`config.mk`:
```
export PLATFORM = sky130hd
export DESIGN_NAME = multi_channel_tick_generator_flat
export DESIGN_NICKNAME = d
export VERILOG_FILES = /design/src/rtl/multi_channel_tick_generator_pkg.sv /design/src/rtl/multi_channel_tick_generator_if.sv /design/src/rtl/multi_channel_tick_generator_tick_channel.sv /design/src/rtl/multi_channel_tick_generator.sv /design/src/flat_wrapper.sv
export SDC_FILE = /design/constraint.sdc
export NUM_CORES = 1
export LEC_CHECK = 0
export ABC_AREA = 1
export BUFFER_PORTS_ARGS = -buffer_cell sky130_fd_sc_hd__buf_2
export CAP_MARGIN = 15
export CORE_ASPECT_RATIO = 0.9
export CORE_MARGIN = 2
export CORE_UTILIZATION = 39
export CTS_CLUSTER_DIAMETER = 50
export CTS_CLUSTER_SIZE = 8
export DETAILED_ROUTE_END_ITERATION = 12
export PLACE_DENSITY = 0.6
export SLEW_MARGIN = 20
export SYNTH_ARGS = -nofsm -noshare
export SYNTH_HDL_FRONTEND = slang
export SYNTH_SLANG_ARGS = --single-unit
```
`constraint.sdc`:
```
create_clock -name clk_in -period 1.8 [get_ports clk_in]
set_input_delay 0.18 -clock clk_in [delete_from_list [all_inputs] [get_ports clk_in]]
set_output_delay 0.18 -clock clk_in [all_outputs]
set_load 0.02 [all_outputs]
```
`src/rtl/multi_channel_tick_generator_pkg.sv`:
```
// Shared definitions for the multi-channel tick generator.
//   ch_state_t   : per-channel state (OFF / RUN / DONE)
//   RST_*        : values every channel returns to on reset
//   ch_width()   : width of a channel index, never less than one bit
package tick_gen_pkg;

  typedef enum logic [1:0] {
    CH_OFF  = 2'd0,
    CH_RUN  = 2'd1,
    CH_DONE = 2'd2
  } ch_state_t;

  // 100 MHz / 50_000_000 gives a 2 Hz tick and a 1 Hz square wave.
  localparam longint unsigned RST_DIV     = 64'd50_000_000;
  localparam ch_state_t       RST_STATE   = CH_RUN;
  localparam logic            RST_ONESHOT = 1'b0;

  function automatic int ch_width(input int n);
    return (n > 1) ? $clog2(n) : 1;
  endfunction

endpackage

```
`src/rtl/multi_channel_tick_generator_if.sv`:
```
// Control/status bundle of the multi-channel tick generator.
//   en         : global run enable (low freezes every channel)
//   wr_en      : one-cycle divisor write strobe
//   wr_ch      : target channel of the write
//   wr_div     : divisor N (0 stops the channel)
//   wr_oneshot : 1 = one-shot, 0 = periodic
//   tick/sq/done : per-channel registered outputs
// master = controller side, slave = generator side.
interface multi_channel_tick_generator_if
  import tick_gen_pkg::*;
#(
  parameter int NUM_CH = 4,
  parameter int CNT_W  = 32
);

  localparam int CH_W = ch_width(NUM_CH);

  logic              en;
  logic              wr_en;
  logic [CH_W-1:0]   wr_ch;
  logic [CNT_W-1:0]  wr_div;
  logic              wr_oneshot;
  logic [NUM_CH-1:0] tick;
  logic [NUM_CH-1:0] sq;
  logic [NUM_CH-1:0] done;

  modport master (
    output en, wr_en, wr_ch, wr_div, wr_oneshot,
    input  tick, sq, done
  );

  modport slave (
    input  en, wr_en, wr_ch, wr_div, wr_oneshot,
    output tick, sq, done
  );

endinterface

```
`src/rtl/multi_channel_tick_generator_tick_channel.sv`:
```
// One divider channel: counter, OFF/RUN/DONE state machine and the
// tick / sq / done flops.
//   clk_in, reset_n : clock, asynchronous active-low reset
//   en              : run enable (freezes count and state when low)
//   load            : write strobe for this channel (wins over counting)
//   div, oneshot    : divisor N and mode captured on load
//   tick, sq, done  : registered outputs
module tick_channel
  import tick_gen_pkg::*;
#(
  parameter int               CNT_W    = 32,
  parameter logic [CNT_W-1:0] RST_TERM = CNT_W'(RST_DIV - 1)
) (
  input  logic             clk_in,
  input  logic             reset_n,
  input  logic             en,
  input  logic             load,
  input  logic [CNT_W-1:0] div,
  input  logic             oneshot,
  output logic             tick,
  output logic             sq,
  output logic             done
);

  ch_state_t        state;
  logic [CNT_W-1:0] cnt;
  // Terminal value N-1 is stored at load time so the wrap test is a
  // plain equality; for N=0 the value is irrelevant because OFF never counts.
  logic [CNT_W-1:0] term;
  logic             oneshot_q;

  // NOTE: every flop here is assigned with <= so all of them see the
  // pre-edge values of each other, exactly like the hardware.
  always_ff @(posedge clk_in or negedge reset_n) begin
    if (!reset_n) begin
      state     <= RST_STATE;
      cnt       <= '0;
      term      <= RST_TERM;
      oneshot_q <= RST_ONESHOT;
      tick      <= 1'b0;
      sq        <= 1'b0;
      done      <= 1'b0;
    end else if (load) begin
      // A write beats a coincident terminal count: no tick, no toggle.
      state     <= (div == '0) ? CH_OFF : CH_RUN;
      cnt       <= '0;
      term      <= div - CNT_W'(1);
      oneshot_q <= oneshot;
      tick      <= 1'b0;
      sq        <= 1'b0;
      done      <= 1'b0;
    end else begin
      tick <= 1'b0;
      if (en && state == CH_RUN) begin
        if (cnt == term) begin
          cnt  <= '0;
          tick <= 1'b1;
          sq   <= ~sq;
          if (oneshot_q) begin
            state <= CH_DONE;
            done  <= 1'b1;
          end
        end else begin
          cnt <= cnt + CNT_W'(1);
        end
      end
    end
  end

endmodule

```
`src/rtl/multi_channel_tick_generator.sv`:
```
// NUM_CH independent run-time programmable tick dividers.
//   clk_in  : system clock
//   reset_n : asynchronous active-low reset
//   bus     : slave side of multi_channel_tick_generator_if
//             (en, wr_* write port in; tick/sq/done out)
// A write is decoded into a one-hot load strobe; channel indices at or
// above NUM_CH match no strobe and are therefore ignored.
module multi_channel_tick_generator
  import tick_gen_pkg::*;
#(
  parameter int              NUM_CH  = 4,
  parameter int              CNT_W   = 32,
  parameter longint unsigned DEF_DIV = RST_DIV
) (
  input  logic                           clk_in,
  input  logic                           reset_n,
  multi_channel_tick_generator_if.slave  bus
);

  localparam int CH_W = ch_width(NUM_CH);

  logic [NUM_CH-1:0] load;

  // NOTE: load is given a full default before the loop so no path
  // through this block can leave it unassigned and infer a latch.
  always_comb begin
    load = '0;
    for (int i = 0; i < NUM_CH; i++) begin
      load[i] = bus.wr_en && (bus.wr_ch == CH_W'(i));
    end
  end

  for (genvar g = 0; g < NUM_CH; g++) begin : g_ch
    tick_channel #(
      .CNT_W    (CNT_W),
      .RST_TERM (CNT_W'(DEF_DIV - 1))
    ) u_ch (
      .clk_in  (clk_in),
      .reset_n (reset_n),
      .en      (bus.en),
      .load    (load[g]),
      .div     (bus.wr_div),
      .oneshot (bus.wr_oneshot),
      .tick    (bus.tick[g]),
      .sq      (bus.sq[g]),
      .done    (bus.done[g])
    );
  end

endmodule

```
`src/flat_wrapper.sv`:
```
// flat-port wrapper written by rule: the top's interface ports become plain ports
module multi_channel_tick_generator_flat import tick_gen_pkg::*;
#(
  parameter int              NUM_CH  = 4,
  parameter int              CNT_W   = 32,
  parameter longint unsigned DEF_DIV = RST_DIV
)
  (clk_in, reset_n, bus_en, bus_wr_en, bus_wr_ch, bus_wr_div, bus_wr_oneshot, bus_tick, bus_sq, bus_done);
  multi_channel_tick_generator_if #(.NUM_CH(NUM_CH), .CNT_W(CNT_W)) bus_i ();
  input  logic clk_in;
  input  logic reset_n;
  input wire logic [$bits(bus_i.en)-1:0] bus_en;
  input wire logic [$bits(bus_i.wr_en)-1:0] bus_wr_en;
  input wire logic [$bits(bus_i.wr_ch)-1:0] bus_wr_ch;
  input wire logic [$bits(bus_i.wr_div)-1:0] bus_wr_div;
  input wire logic [$bits(bus_i.wr_oneshot)-1:0] bus_wr_oneshot;
  output wire logic [$bits(bus_i.tick)-1:0] bus_tick;
  output wire logic [$bits(bus_i.sq)-1:0] bus_sq;
  output wire logic [$bits(bus_i.done)-1:0] bus_done;
  assign bus_i.en = bus_en;
  assign bus_i.wr_en = bus_wr_en;
  assign bus_i.wr_ch = bus_wr_ch;
  assign bus_i.wr_div = bus_wr_div;
  assign bus_i.wr_oneshot = bus_wr_oneshot;
  assign bus_tick = bus_i.tick;
  assign bus_sq = bus_i.sq;
  assign bus_done = bus_i.done;
  multi_channel_tick_generator #(.NUM_CH(NUM_CH), .CNT_W(CNT_W), .DEF_DIV(DEF_DIV)) u_core (.clk_in(clk_in), .reset_n(reset_n), .bus(bus_i));
endmodule
```
Word-level counts from Yosys, hierarchy flattened
Cells that the tools add are included.
Widths: inputs -> output; s select.
{"block": "op_classes", "add_sub_neg": 5, "n_reduce_logical": 30, "bitwise": 4, "n_mux": 69, "n_eq_ne": 11}
{"cell": "$mux 32", "n": 12}
{"cell": "$add 32x1->32 const B", "n": 4}
{"cell": "$eq 32x32->1", "n": 4}
{"cell": "$mux 1", "n": 41}
{"cell": "$logic_not 32->1", "n": 1}
{"cell": "$mux 2", "n": 16}
{"cell": "$sub 32x1->32 const B", "n": 1}
{"cell": "$reduce_bool 2->1", "n": 12}
{"cell": "$reduce_and 3->1", "n": 4}
{"cell": "$eq 2x1->1 const B", "n": 5}
{"cell": "$logic_and 1x1->1", "n": 8}
{"cell": "$reduce_and 2->1", "n": 4}
{"cell": "$eq 2x2->1 const B", "n": 2}
{"cell": "$not 1->1", "n": 4}
{"cell": "$logic_not 2->1", "n": 1}
{"block": "word_totals", "regBits": 280, "input_bits": 39, "elab_cells": 147}

Depth between registers and ports, before layout
Gate-level depths: netlist of run 1.
{"block": "depth", "word_depth": 4, "mapped_depth": 13}

Hierarchy
From an unflattened synthesis of run 1, not the netlist that was laid out.
{"block": "hier_totals", "hier_cells": 2502, "hier_area_um2": 18312.6}
{"mod": "tick_channel (u_core.g_ch[0].u_ch ...)", "area_per_inst_um2": 4566.9, "instances": 3, "seq_area_each_um2": 1750.4, "cells_each": 623}
{"mod": "tick_channel (u_core.g_ch[3].u_ch)", "area_per_inst_um2": 4581.9, "instances": 1, "seq_area_each_um2": 1750.4, "cells_each": 625}
{"mod": "multi_channel_tick_generator", "area_per_inst_um2": 30.0, "instances": 1, "seq_area_each_um2": 0.0, "cells_each": 8}

Worst setup path after synthesis of run 1
OpenSTA, ideal clock, no wires.
{"block": "synth_path", "path_kind": "flip-flop to flip-flop", "startpoint": "register u_core.g_ch[3].u_ch.cnt[0]", "endpoint": "register u_core.g_ch[3].u_ch.cnt[22]", "stages_incl_launch_ff": 10, "t_arrival_ns": 1.511, "t_required_ns": 1.682, "setup_slack_ns": 0.170, "synth_period_minus_slack_ns": 1.630, "path_cell_list": "dfrtp_1 -> ha_1 -> nand4_1 -> nor2_1 -> nand2_1 -> nor2_2 -> nand2_1 -> nor2_1 -> xor2_1 -> nor2_1"}
{"block": "synth_via", "elab_chain_len": 4, "word_cells_on_any_way": 5, "cone_classes": "add/sub (1); eq/ne (1); mux (3)"}
{"element": "from (decl)", "line": "multi_channel_tick_generator_tick_channel.sv:26", "source": "logic [CNT_W-1:0] cnt;"}
{"element": "from (signal assigned)", "line": "multi_channel_tick_generator_tick_channel.sv:64", "source": "cnt <= cnt + CNT_W'(1);"}
{"element": "$add 32x1->32 / $eq 32x32->1 (equally long branches)", "line": "multi_channel_tick_generator_tick_channel.sv:64, multi_channel_tick_generator_tick_channel.sv:55"}
{"element": "$mux 32 *", "line": "multi_channel_tick_generator_tick_channel.sv:55", "source": "if (cnt == term) begin"}
{"element": "$mux 32 *", "line": "multi_channel_tick_generator_tick_channel.sv:54", "source": "if (en && state == CH_RUN) begin"}
{"element": "$mux 32 *", "line": "multi_channel_tick_generator_tick_channel.sv:43", "source": "end else if (load) begin"}
Mark *: on every way between the ends. The rest lies on a longest branch, timed or not. The select of a mux whose other input is x is not followed.
A chain may end at the register's enable or synchronous reset.

Worst setup path in the final report of run 1
{"block": "layout_path", "startpoint": "register u_core.g_ch[0].u_ch.term[23]", "endpoint": "register u_core.g_ch[0].u_ch.sq"}
{"block": "layout_via", "elab_chain_len": 3}
{"element": "from (decl)", "line": "multi_channel_tick_generator_tick_channel.sv:29", "source": "logic [CNT_W-1:0] term;"}
{"element": "from (signal assigned)", "line": "multi_channel_tick_generator_tick_channel.sv:47", "source": "term <= div - CNT_W'(1);"}
{"element": "$eq 32x32->1", "line": "multi_channel_tick_generator_tick_channel.sv:55"}
{"element": "$reduce_bool 2->1 (no source line)"}
{"element": "$reduce_and 2->1 (no source line)"}
{"element": "to (signal assigned)", "line": "multi_channel_tick_generator_tick_channel.sv:58", "source": "sq <= ~sq;"}
{"element": "to (decl)", "line": "multi_channel_tick_generator_tick_channel.sv:21", "source": "output logic sq,"}
No other way between the ends.

==> summary.md, run 1 <==
| Metric | Value |
|---|---|
| Number of nets with antenna violations after routing | 0 |
| Crit path largest cell delay | 540 ps |
| Maximum vdd ir drop | 0.001082 V |
| Area growth, synth to finish | 26.36% |
| Async set-reset flop share out of synthesis | 100.0% |
| Proportion of layout cells with a drive suffix above 1 | 24.48% |
| Result of the run | complete, but fails checks |
| Via count of the first global-routing pass | 14617 |
| Clock tree from TritonCTS | built |
| Ratio of routed vias to standard cells | 5.062 |
| Power density of the placed cells | 918.9 mW/mm² |
| Clock Pin Slew Worst Setup and Hold Paths | 50 ps |
| Die ar. | 0.04383 mm² |
| Wire length per cell | 17.65 µm |
| Required time reported for the critical path endpoint | 2220 ps |
| Number of flops mapped to enable cells by yosys | 0 |
| Die width | 220.5 µm |
| Drt total wl | 52480 µm |
| Sequential element share of the synthesized area | 42.58% |
| Setup slack of the most critical reg-to-reg path | -80 ps |
| Peak fanout along the critical path | 5 |
| Num CTS Buffers | 43 |
| Number of synthesis warnings | 0 |
| Ant diodes | 0 |
| Element type at the critical path end | register |
| Post-route DRC | 0 |
| Gate Count Post-Synth | 2169 |
| Maximum number of pins on one net before global-route repair | 66 |
| Clock buffer depth | 3 |
| Leading register cell type out of synthesis | sky130_fd_sc_hd__dfrtp_1 |
| Number of antenna violations at the first check in global routing | 0 |
| Cell area after technology mapping | 0.01644 mm² |
| Max frequency | 532.6 MHz |
| Transition time at the pin with the least slew margin | 796.0 ps |
| Source of the worst register-to-register timing path | u_core.g_ch[0].u_ch.term[23] |
| CP max-delay cell | sky130_fd_sc_hd__dfstp_2 |
| Nets in the synthesized netlist | 2213 |
| Total global-route track usage | 23.75% |
| Clock sink total | 276 |
| Final-report hold violation count | 0 |
| Worst Skew | 16.27 ps |
| Area of the core | 0.04166 mm² |
| IO Count | 51 |
| Data arrival time of the worst path | 2300 ps |
| Most area-hungry cell type in the Yosys netlist | sky130_fd_sc_hd__dfrtp_1 |
| Worst-case setup margin in the final layout | -77.73 ps |
| Average cell area after synthesis | 7.582 µm² |
| Reg2reg end | u_core.g_ch[0].u_ch.sq |
| Setup slack after placement | -294.4 ps |
| Leakage power of the design | 9.421 nW |
| PortBufs | 50 |
| Clock Latency Late Sink | 540 ps |
| Number of cells traversed by the worst register-to-register path | 12 |
| Critical path origin | u_core.g_ch[0].u_ch.term[23] |
| Unique cell type count in the Yosys netlist | 45 |
| Startpoint-to-endpoint class of the critical path | reg2reg |
| Die span in y | 198.8 µm |
| Final max-slew violation count | 0 |
| 1st-iter DRT viols | 1307 |
| # H-tree levels | 2 |
| First-pass iteration count of the detailed router | 5 |
| Layout Utilization | 49.87% |
| Instance count on the critical path | 12 |
| Number of synthesized register bits | 276 |
| Detailed-placement wirelength estimate | 38300 µm |
| First-pass GRT wire length | 80320 µm |
| DR vias | 15049 |
| RSZ-0062 raised after global routing | yes |
| Max_cap viols | 0 |
| Fin nets | 2436 |
| Share of the synthesized area in the top cell type | 30.43% |
| Count of buffer and inverter cells on the critical path | 2 |
| Min-Delay Path Class | in2reg |
| Top area cells in the synthesized netlist | sky130_fd_sc_hd__dfrtp_1, sky130_fd_sc_hd__nand2_1, sky130_fd_sc_hd__dfstp_2, sky130_fd_sc_hd__nor2_1, sky130_fd_sc_hd__xor2_1 |
| Failing checks | negative setup slack |
| Min cycle time layout | 1878 ps |
| Capture point of the critical path | u_core.g_ch[0].u_ch.sq |
| Startpoint of the most critical hold path | bus_wr_div[0] |
| Slew Limit Headroom | 46.94% |
| Post-route cell area | 0.02078 mm² |
| Final clock period utilization by the worst path | 104.3% |
| Total overflow reported by the global router | 0 |
| Top cell family by delay on the critical path | simple AND/OR/NAND/NOR gates |
| Row Count | 71 |
| DP Area | 0.01847 mm² |
| Weighted congestion at the end of routability-driven global placement | 0.9302 |
| Total of endpoints with negative setup slack in the final report | 51 |
| Critical Path Source Type | register |
| Starting Density | 39.47% |
| Clock tree root buffer cell | sky130_fd_sc_hd__clkbuf_16 |
| Cell chain of the critical path | inv_2 -> nand2_2 -> nand2_2 -> nor2_4 -> nand3b_1 -> nor2_1 -> nand2_1 -> nor2_4 -> nand2_8 -> buf_6 -> nand3_2 -> nand2_1 |
## routing by layer
metal / global-route usage [%] / part of all wire (%) / vias up / wire [µm]
li1: - / - / 7281 / -
met1: 32.37 / 46 / 7185 / 23950
met2: 36.85 / 44 / 480 / 22840
met3: 5.856 / 7.7 / 103 / 4019
met4: 7.880 / 3.2 / 0 / 1669
met5: 0 / 0 / - / 0
## registers in the layout, summed over array words and instances, names as in the netlist
signal	count
u_core.g_ch.u_ch.cnt	128
u_core.g_ch.u_ch.tick	4
u_core.g_ch.u_ch.term	128
u_core.g_ch.u_ch.oneshot_q	4
u_core.g_ch.u_ch.done	4
u_core.g_ch.u_ch.state	4
u_core.g_ch.u_ch.sq	4
## cells in the final DEF, fill, tap and decap left out, types with 31 or more instances in the layout
| cell | n |
|---|---|
| sky130_fd_sc_hd__nand2_1 | 635 |
| sky130_fd_sc_hd__nor2_1 | 213 |
| sky130_fd_sc_hd__dfrtp_1 | 189 |
| sky130_fd_sc_hd__inv_1 | 188 |
| sky130_fd_sc_hd__buf_4 | 181 |
| sky130_fd_sc_hd__xor2_1 | 115 |
| sky130_fd_sc_hd__xnor2_1 | 106 |
| sky130_fd_sc_hd__o21ai_0 | 106 |
| sky130_fd_sc_hd__nand4_1 | 90 |
| sky130_fd_sc_hd__nand3_1 | 82 |
| sky130_fd_sc_hd__dfstp_2 | 76 |
| sky130_fd_sc_hd__nor2_2 | 54 |
| sky130_fd_sc_hd__buf_2 | 49 |
| sky130_fd_sc_hd__clkbuf_16 | 47 |
| sky130_fd_sc_hd__nor2_4 | 37 |
| sky130_fd_sc_hd__nor3_1 | 31 |
## where the power goes
| part | switching, W | internal, W |
|---|---|---|
| registers | 0.000711 | 0.00709 |
| clock network | 0.00296 | 0.00501 |
| logic | 0.00192 | 0.00140 |
| total | 0.00559 | 0.0135 |
## metrics by stage
stage	TNS [ps]	power, W	instances	hold slack [ps]
finish	-1177	0.01909	2973	97.45
global route	-7512	0.02001	2973	77.07
CTS	-521.1	0.01901	2959	70.83
detailed placement	-18230	0.01086	2871	138.7
global placement	-10710	0.01078	2871	136.4
floorplan	0	0.009604	2169	-115.6
## area by class of cell
type	count	area [µm²]
timing repair buffer	258	2057
multi-input combinational	1610	8914
sequential	276	7015
inverter	203	765.7
tap	547	684.4
clock buffer	74	1265
clock inverter	5	77.57
fill	4046	20890
## worst min-delay path by stage
stage                     cells after the start                     endpoint
final                                         3  u_core.g_ch[2].u_ch.term[0]
after global routing                          3  u_core.g_ch[2].u_ch.term[0]
after CTS                                     3  u_core.g_ch[2].u_ch.term[0]
after detailed placement                      1   u_core.g_ch[2].u_ch.cnt[1]
after global placement                        1   u_core.g_ch[2].u_ch.cnt[9]
after floorplan                               0   u_core.g_ch[0].u_ch.cnt[0]
## worst min-delay path: stages
cell                      delay [ps]
sky130_fd_sc_hd__buf_2           200
sky130_fd_sc_hd__buf_4           160
sky130_fd_sc_hd__o21ai_0          80
## repair_timing
action | 4_1_cts | 5_1_grt
endpoints found under the hold margin | 194 | 0
gates cloned | 1 | 9
setup buffers | 6 | 8
resized for setup | 24 | 181
hold buffers | 2 | 0
pin swaps | 8 | 46
setup endpoints to repair | 119 | 139
## Yosys cell counts (4+ instances only)
library cell,instances
sky130_fd_sc_hd__nand2_1,658
sky130_fd_sc_hd__nor2_1,282
sky130_fd_sc_hd__dfrtp_1,200
sky130_fd_sc_hd__inv_1,198
sky130_fd_sc_hd__xor2_1,117
sky130_fd_sc_hd__xnor2_1,114
sky130_fd_sc_hd__o21ai_0,106
sky130_fd_sc_hd__nand4_1,90
sky130_fd_sc_hd__nand3_1,89
sky130_fd_sc_hd__dfstp_2,76
sky130_fd_sc_hd__nor3_1,37
sky130_fd_sc_hd__clkbuf_1,33
sky130_fd_sc_hd__nor2_2,19
sky130_fd_sc_hd__buf_4,14
sky130_fd_sc_hd__buf_6,14
sky130_fd_sc_hd__nor3_2,13
sky130_fd_sc_hd__buf_2,11
sky130_fd_sc_hd__and2_1,10
sky130_fd_sc_hd__clkbuf_2,10
sky130_fd_sc_hd__nand2_2,10
sky130_fd_sc_hd__nor4_1,7
sky130_fd_sc_hd__nand3b_1,6
sky130_fd_sc_hd__ha_1,5
sky130_fd_sc_hd__nand2_4,5
sky130_fd_sc_hd__o21ai_1,5
sky130_fd_sc_hd__a21oi_1,4
## logic make-up after synthesis
family,after synthesis,synth area share (%)
simple gates,1244,32.88
buf+inv,288,7.692
flops,276,42.58
xor+xnor,234,12.60
compound gates,122,3.865
fa+ha+maj,5,0.3804
Note: power is estimated with default switching activity, not from simulation.
==> run 2: changes to the inputs <==
- PLACE_DENSITY: 0.6 -> 0.55
==> run 2 against run 1 <==
Effect of this change:
- the run still ends with negative setup slack left
- clock power up 3.3%
- count of clock-buffer cells in the layout down 2
- combinational power up 4%
- first-iteration DRC count down 11%
- routed wire length up 1.5%
- fmax down 0.63%
- critical endpoint is now u_core.g_ch[1].u_ch.cnt[25]
==> summary.md, run 2 (synthesized netlist as in run 1, its figures left out) <==
| Metric | Value |
|---|---|
| Worst-case setup margin in the final layout | -89.63 ps |
| Power density of the placed cells | 928.7 mW/mm² |
| Final-report hold violation count | 0 |
| Number of nets with antenna violations after routing | 0 |
| Data arrival time of the worst path | 2340 ps |
| Wire length per cell | 17.74 µm |
| Top Usage Layer GRT | met2 |
| Element type at the critical path end | register |
| Area of the core | 0.04166 mm² |
| # H-tree levels | 2 |
| Most frequent standard cell in the layout excluding fill and tap cells | sky130_fd_sc_hd__nand2_1 |
| Die span in y | 198.8 µm |
| Met1 usage | 33.95% |
| Slew Limit Headroom | 18.74% |
| Via count of the first global-routing pass | 14613 |
| Drt total wl | 53290 µm |
| Failing checks | negative setup slack |
| Leakage power of the design | 9.580 nW |
| Setup slack after placement | -324.9 ps |
| Fin nets | 2467 |
| Clock tree root buffer cell | sky130_fd_sc_hd__clkbuf_16 |
| Result of the run | complete, but fails checks |
| Final clock period utilization by the worst path | 105.0% |
| Required time reported for the critical path endpoint | 2250 ps |
| IO Count | 51 |
| First-pass GRT wire length | 82190 µm |
| Peak fanout along the critical path | 5 |
| Min-Delay Path Class | in2reg |
| Ant diodes | 0 |
| Final max-slew violation count | 0 |
| Min cycle time layout | 1890 ps |
| Transition time at the pin with the least slew margin | 1210 ps |
| Max_cap viols | 0 |
| PortBufs | 50 |
| Maximum vdd ir drop | 0.0007474 V |
| Commonest cells after routing, fill and taps aside | sky130_fd_sc_hd__nand2_1, sky130_fd_sc_hd__nor2_1, sky130_fd_sc_hd__buf_4, sky130_fd_sc_hd__dfrtp_1, sky130_fd_sc_hd__inv_1 |
| 1st-iter DRT viols | 1160 |
| Global-route track usage on met2 | 37.40% |
| Clock Pin Slew Worst Setup and Hold Paths | 50 ps |
| First-pass iteration count of the detailed router | 6 |
| Registers with the most flip-flops | u_core.g_ch.u_ch.cnt: 128 flops, u_core.g_ch.u_ch.term: 128 flops |
| Row Count | 71 |
| Number of antenna violations at the first check in global routing | 2 |
| Post-route DRC | 0 |
| Die width | 220.5 µm |
| RSZ-0062 raised after global routing | yes |
| Worst Skew | 15.18 ps |
| Total global-route track usage | 24.48% |
| Clock Latency Late Sink | 560 ps |
| Worst hold margin | 90.11 ps |
| Total of endpoints with negative setup slack in the final report | 38 |
| Area growth, synth to finish | 27.42% |
| Num CTS Buffers | 44 |
| Startpoint-to-endpoint class of the critical path | reg2reg |
| Weighted congestion at the end of routability-driven global placement | 0.9512 |
| GR met3 Demand/Resource | 6.239% |
| Maximum number of pins on one net before global-route repair | 65 |
| Proportion of layout cells with a drive suffix above 1 | 24.76% |
| Max frequency | 529.2 MHz |
| DR vias | 15077 |
| Total overflow reported by the global router | 0 |
| Critical Path Source Type | register |
| Clock tree from TritonCTS | built |
| Clock buffer depth | 3 |
| Ratio of routed vias to standard cells | 5.021 |
| Die ar. | 0.04383 mm² |
| Clock sink total | 276 |
| Detailed-placement wirelength estimate | 39060 µm |
| Setup tns final | -2021 ps |
| Starting Density | 39.47% |
## run 2: worst max-delay path, stage by stage (launching register included)
cell,delay [ps]
sky130_fd_sc_hd__dfrtp_2,450
sky130_fd_sc_hd__buf_12,150
sky130_fd_sc_hd__xnor2_4,150
sky130_fd_sc_hd__nand4_1,170
sky130_fd_sc_hd__nor2_1,200
sky130_fd_sc_hd__nand2_1,110
sky130_fd_sc_hd__nor2_4,120
sky130_fd_sc_hd__nand2_2,90
sky130_fd_sc_hd__nand2_4,130
sky130_fd_sc_hd__clkbuf_16,170
sky130_fd_sc_hd__nor2_1,50
## run 2: power by group
part | internal, W | switching [W]
Clock | 0.00525 | 0.00298
Combinational | 0.00149 | 0.00195
Sequential | 0.00709 | 0.000700
## run 2: what timing repair did
action	CTS	global route
buffers inserted	3	12
pin swaps	9	52
gates resized for setup	18	151
hold buffers	2	0
endpoints found under the hold margin	212	0
cloned	0	9
endpoints found under the setup margin	91	141
## run 2: final cells by class
class | count | area [µm²]
inverter | 203 | 765.7
clock inverter | 7 | 137.6
multi-input combinational | 1608 | 8783
sequential | 276 | 7012
timing repair buffer | 290 | 2323
clock buffer | 72 | 1247
tap | 547 | 684.4
fill | 4060 | 20710
## run 2: stage by stage
step	instances	instance area (µm²)	utilization (%)	total power, W
final	3003	20950	50.29	0.01946
after global routing	3003	20950	50.29	0.02045
after CTS	2982	20190	48.47	0.01932
after detailed placement	2898	18690	44.85	0.01090
after global placement	2898	18690	44.85	0.01084
after floorplan	2169	16440	-	0.009604
## run 2: path summary, 6_finish.rpt
path                                              startpoint                            to  slack, ps  cells after the start
worst max-delay path              u_core.g_ch[1].u_ch.cnt[0]   u_core.g_ch[1].u_ch.cnt[25]        -90                     10
worst min-delay path                           bus_wr_div[0]   u_core.g_ch[2].u_ch.term[0]         90                      3
worst max register to register    u_core.g_ch[1].u_ch.cnt[0]   u_core.g_ch[1].u_ch.cnt[25]        -90                     10
worst min register to register  u_core.g_ch[3].u_ch.state[0]  u_core.g_ch[3].u_ch.state[0]        470                      2
max in group asynchronous                            reset_n   u_core.g_ch[3].u_ch.term[0]        890                      3
min in group asynchronous                            reset_n   u_core.g_ch[0].u_ch.cnt[18]        120                      2
## run 2: routing by layer
metal,part of all wire [%],routed length [µm]
met5,0,0
met4,3.3,1756
met3,7.6,4035
met2,44,23180
met1,46,24310
==> run 3: changes to the inputs <==
- ABC_CLOCK_PERIOD_IN_PS: unset -> 1520
- PLACE_DENSITY: 0.55 -> 0.57
- clock period: 1.8 -> 1.52 ns (I/O delays scaled with it)
==> run 3 against run 2 <==
Effect of this change:
- the flow still finishes with violations (negative setup slack)
- sequential power grew 18%
- cell count grew 7.2%
- sequential cell count is the same
- count of clock-buffer cells in the layout grew 2
- register-to-register slack lost 230 ps
- cell area grew 9.0%
- clock skew grew 3.9 ps
- clock power grew 29%
- die area is the same
- sequential share of layout area shrank 2.8 points
- worst setup slack lost 230 ps
- combinational power grew 28%
- critical endpoint is now u_core.g_ch[2].u_ch.cnt[5]
==> summary.md, run 3 (synthesized netlist as in run 1, its figures left out) <==
| Metric | Value |
|---|---|
| Element type at the critical path end | register |
| Via count of the first global-routing pass | 15851 |
| Hold Path End | u_core.g_ch[3].u_ch.term[22] |
| Detailed-placement wirelength estimate | 41800 µm |
| Non-filler cells in the finished layout | 3218 |
| Failing checks | negative setup slack |
| First-pass GRT wire length | 87300 µm |
| 1st-iter DRT viols | 1043 |
| Result of the run | complete, but fails checks |
| Drt total wl | 55780 µm |
| Most frequent standard cell in the layout excluding fill and tap cells | sky130_fd_sc_hd__nand2_1 |
| Startpoint-to-endpoint class of the critical path | reg2reg |
| Final clock period utilization by the worst path | 120.8% |
| Peak fanout along the critical path | 6 |
| Maximum vdd ir drop | 0.0008238 V |
| Total overflow reported by the global router | 0 |
| Registers with the most flip-flops | u_core.g_ch.u_ch.cnt: 128 flops, u_core.g_ch.u_ch.term: 128 flops |
| Ratio of routed vias to standard cells | 4.902 |
| Die width | 220.5 µm |
| Fin nets | 2679 |
| Weighted congestion at the end of routability-driven global placement | 0.9461 |
| Max frequency | 544.8 MHz |
| Number of cells traversed by the worst register-to-register path | 9 |
| Num CTS Buffers | 46 |
| Min-Delay Path Class | in2reg |
| Number of nets with antenna violations after routing | 0 |
| Source of the worst register-to-register timing path | u_core.g_ch[2].u_ch.cnt[7] |
| Clock sink total | 276 |
| Worst hold path cell count | 5 |
| Clock tree root buffer cell | sky130_fd_sc_hd__clkbuf_16 |
| Power density of the placed cells | 1061 mW/mm² |
| Row Count | 71 |
| Area growth, synth to finish | 38.91% |
| Final max-slew violation count | 0 |
| Clock tree from TritonCTS | built |
| First-pass iteration count of the detailed router | 5 |
| Ant diodes | 0 |
| Commonest cells after routing, fill and taps aside | sky130_fd_sc_hd__nand2_1, sky130_fd_sc_hd__buf_4, sky130_fd_sc_hd__nor2_1, sky130_fd_sc_hd__dfrtp_1, sky130_fd_sc_hd__inv_1 |
| Wire length per cell | 17.33 µm |
| Clock Latency Late Sink | 560 ps |
| Total global-route track usage | 25.97% |
| Worst Skew | 19.07 ps |
| CP max-delay cell | sky130_fd_sc_hd__dfrtp_2 |
| Setup slack of the most critical reg-to-reg path | -320 ps |
| Setup slack after placement | -707.2 ps |
| Clock buffer depth | 3 |
| Required time reported for the critical path endpoint | 1960 ps |
| Post-route DRC | 0 |
| DR vias | 15776 |
| Number of antenna violations at the first check in global routing | 3 |
| PortBufs | 50 |
| Maximum number of pins on one net before global-route repair | 65 |
| Crit path largest cell delay | 460 ps |
| Starting Density | 39.47% |
| RSZ-0062 raised after global routing | yes |
| Proportion of layout cells with a drive suffix above 1 | 32.09% |
| Die span in y | 198.8 µm |
| IO Count | 51 |
| Worst-case setup margin in the final layout | -315.5 ps |
| Area of the core | 0.04166 mm² |
| Clock Pin Slew Worst Setup and Hold Paths | 50 ps |
| Final-layout fill cell count | 3877 |
| Cell Count Post-Placement | 3109 |
| Data arrival time of the worst path | 2270 ps |
| Cell chain of the critical path | xnor2_2 -> nand4_1 -> nor2_1 -> nand2_1 -> nor2_4 -> nand2_4 -> buf_12 -> nand2_8 -> nor2_2 |
| Die ar. | 0.04383 mm² |
| Startpoint of the most critical hold path | bus_wr_div[22] |
| Leakage power of the design | 10.77 nW |
| Reg2reg end | u_core.g_ch[2].u_ch.cnt[5] |
| Min cycle time layout | 1836 ps |
| Transition time at the pin with the least slew margin | 654.3 ps |
| Final-report hold violation count | 0 |
| # H-tree levels | 2 |
| Critical Path Source Type | register |
| Slew Limit Headroom | 56.38% |
| Total of endpoints with negative setup slack in the final report | 143 |
| Max_cap viols | 0 |
run 3: repair_timing:
item	CTS	global route
hold endpoints to repair	202	0
setup buffers	12	7
pin swaps	46	36
endpoints found under the setup margin	150	165
hold buffers	2	0
resized for setup	132	92
gates cloned	5	2
run 3: stage by stage:
stage	TNS, ps	hold slack, ps	total power, W	utilization [%]	area, µm²
floorplan	-667.9	-143.6	0.01138	-	16460
global placement	-66320	60.01	0.01321	48.61	20250
detailed placement	-71030	58.99	0.01329	48.61	20250
CTS	-32390	44.67	0.02423	53.81	22420
global route	-46910	71.96	0.02539	54.83	22840
finish	-32610	52.04	0.02424	54.83	22840
run 3: power by group:
part | leakage (nW) | total (W) | switching, W | internal, W
clock | 0.748 | 0.0106 | 0.00371 | 0.00692
sequential | 3.47 | 0.00919 | 0.000790 | 0.00840
combinational | 6.55 | 0.00442 | 0.00241 | 0.00201
total | 10.8 | 0.0242 | 0.00690 | 0.0173
run 3: worst max-delay path by stage:
| stage | start | endpoint | slack, ps | cells past startpoint |
|---|---|---|---|---|
| finish | u_core.g_ch[2].u_ch.cnt[7] | u_core.g_ch[2].u_ch.cnt[5] | -320 | 9 |
| floorplan | u_core.g_ch[3].u_ch.cnt[0] | u_core.g_ch[3].u_ch.cnt[22] | -100 | 9 |
| global placement | bus_wr_div[0] | u_core.g_ch[1].u_ch.term[30] | -700 | 9 |
| CTS | u_core.g_ch[0].u_ch.term[23] | u_core.g_ch[0].u_ch.cnt[26] | -310 | 12 |
| global route | u_core.g_ch[0].u_ch.term[22] | u_core.g_ch[0].u_ch.cnt[2] | -400 | 12 |
| detailed placement | bus_wr_div[0] | u_core.g_ch[1].u_ch.term[30] | -710 | 9 |
run 3: per-layer routing:
layer	part of all wire [%]	vias up	track usage [%]
met5	0.023	-	0
met4	3.5	2	8.750
met3	6.2	111	4.954
met2	45	446	41.34
met1	45	7449	35.38
li1	-	7768	-
run 3: area by class of cell:
class                           instances  area [µm²]  share of cell area, %
Timing Repair Buffer                  499        3854                  16.87
Multi-Input combinational cell       1609        8991                  39.36
Tap cell                              547       684.4                  2.996
Clock inverter                         10       178.9                 0.7833
Sequential cell                       276        7013                  30.70
Clock buffer                           74        1360                  5.954
Inverter                              203       762.0                  3.336
run 3: worst max-delay path, delay by kind of cell (launching register included):
| kind | cells | cell delay [ps] |
|---|---|---|
| and+or+nand+nor | 7 | 900 |
| DFF | 1 | 460 |
| xor gates and xnor gates | 1 | 230 |
| buffers and inverters | 1 | 140 |
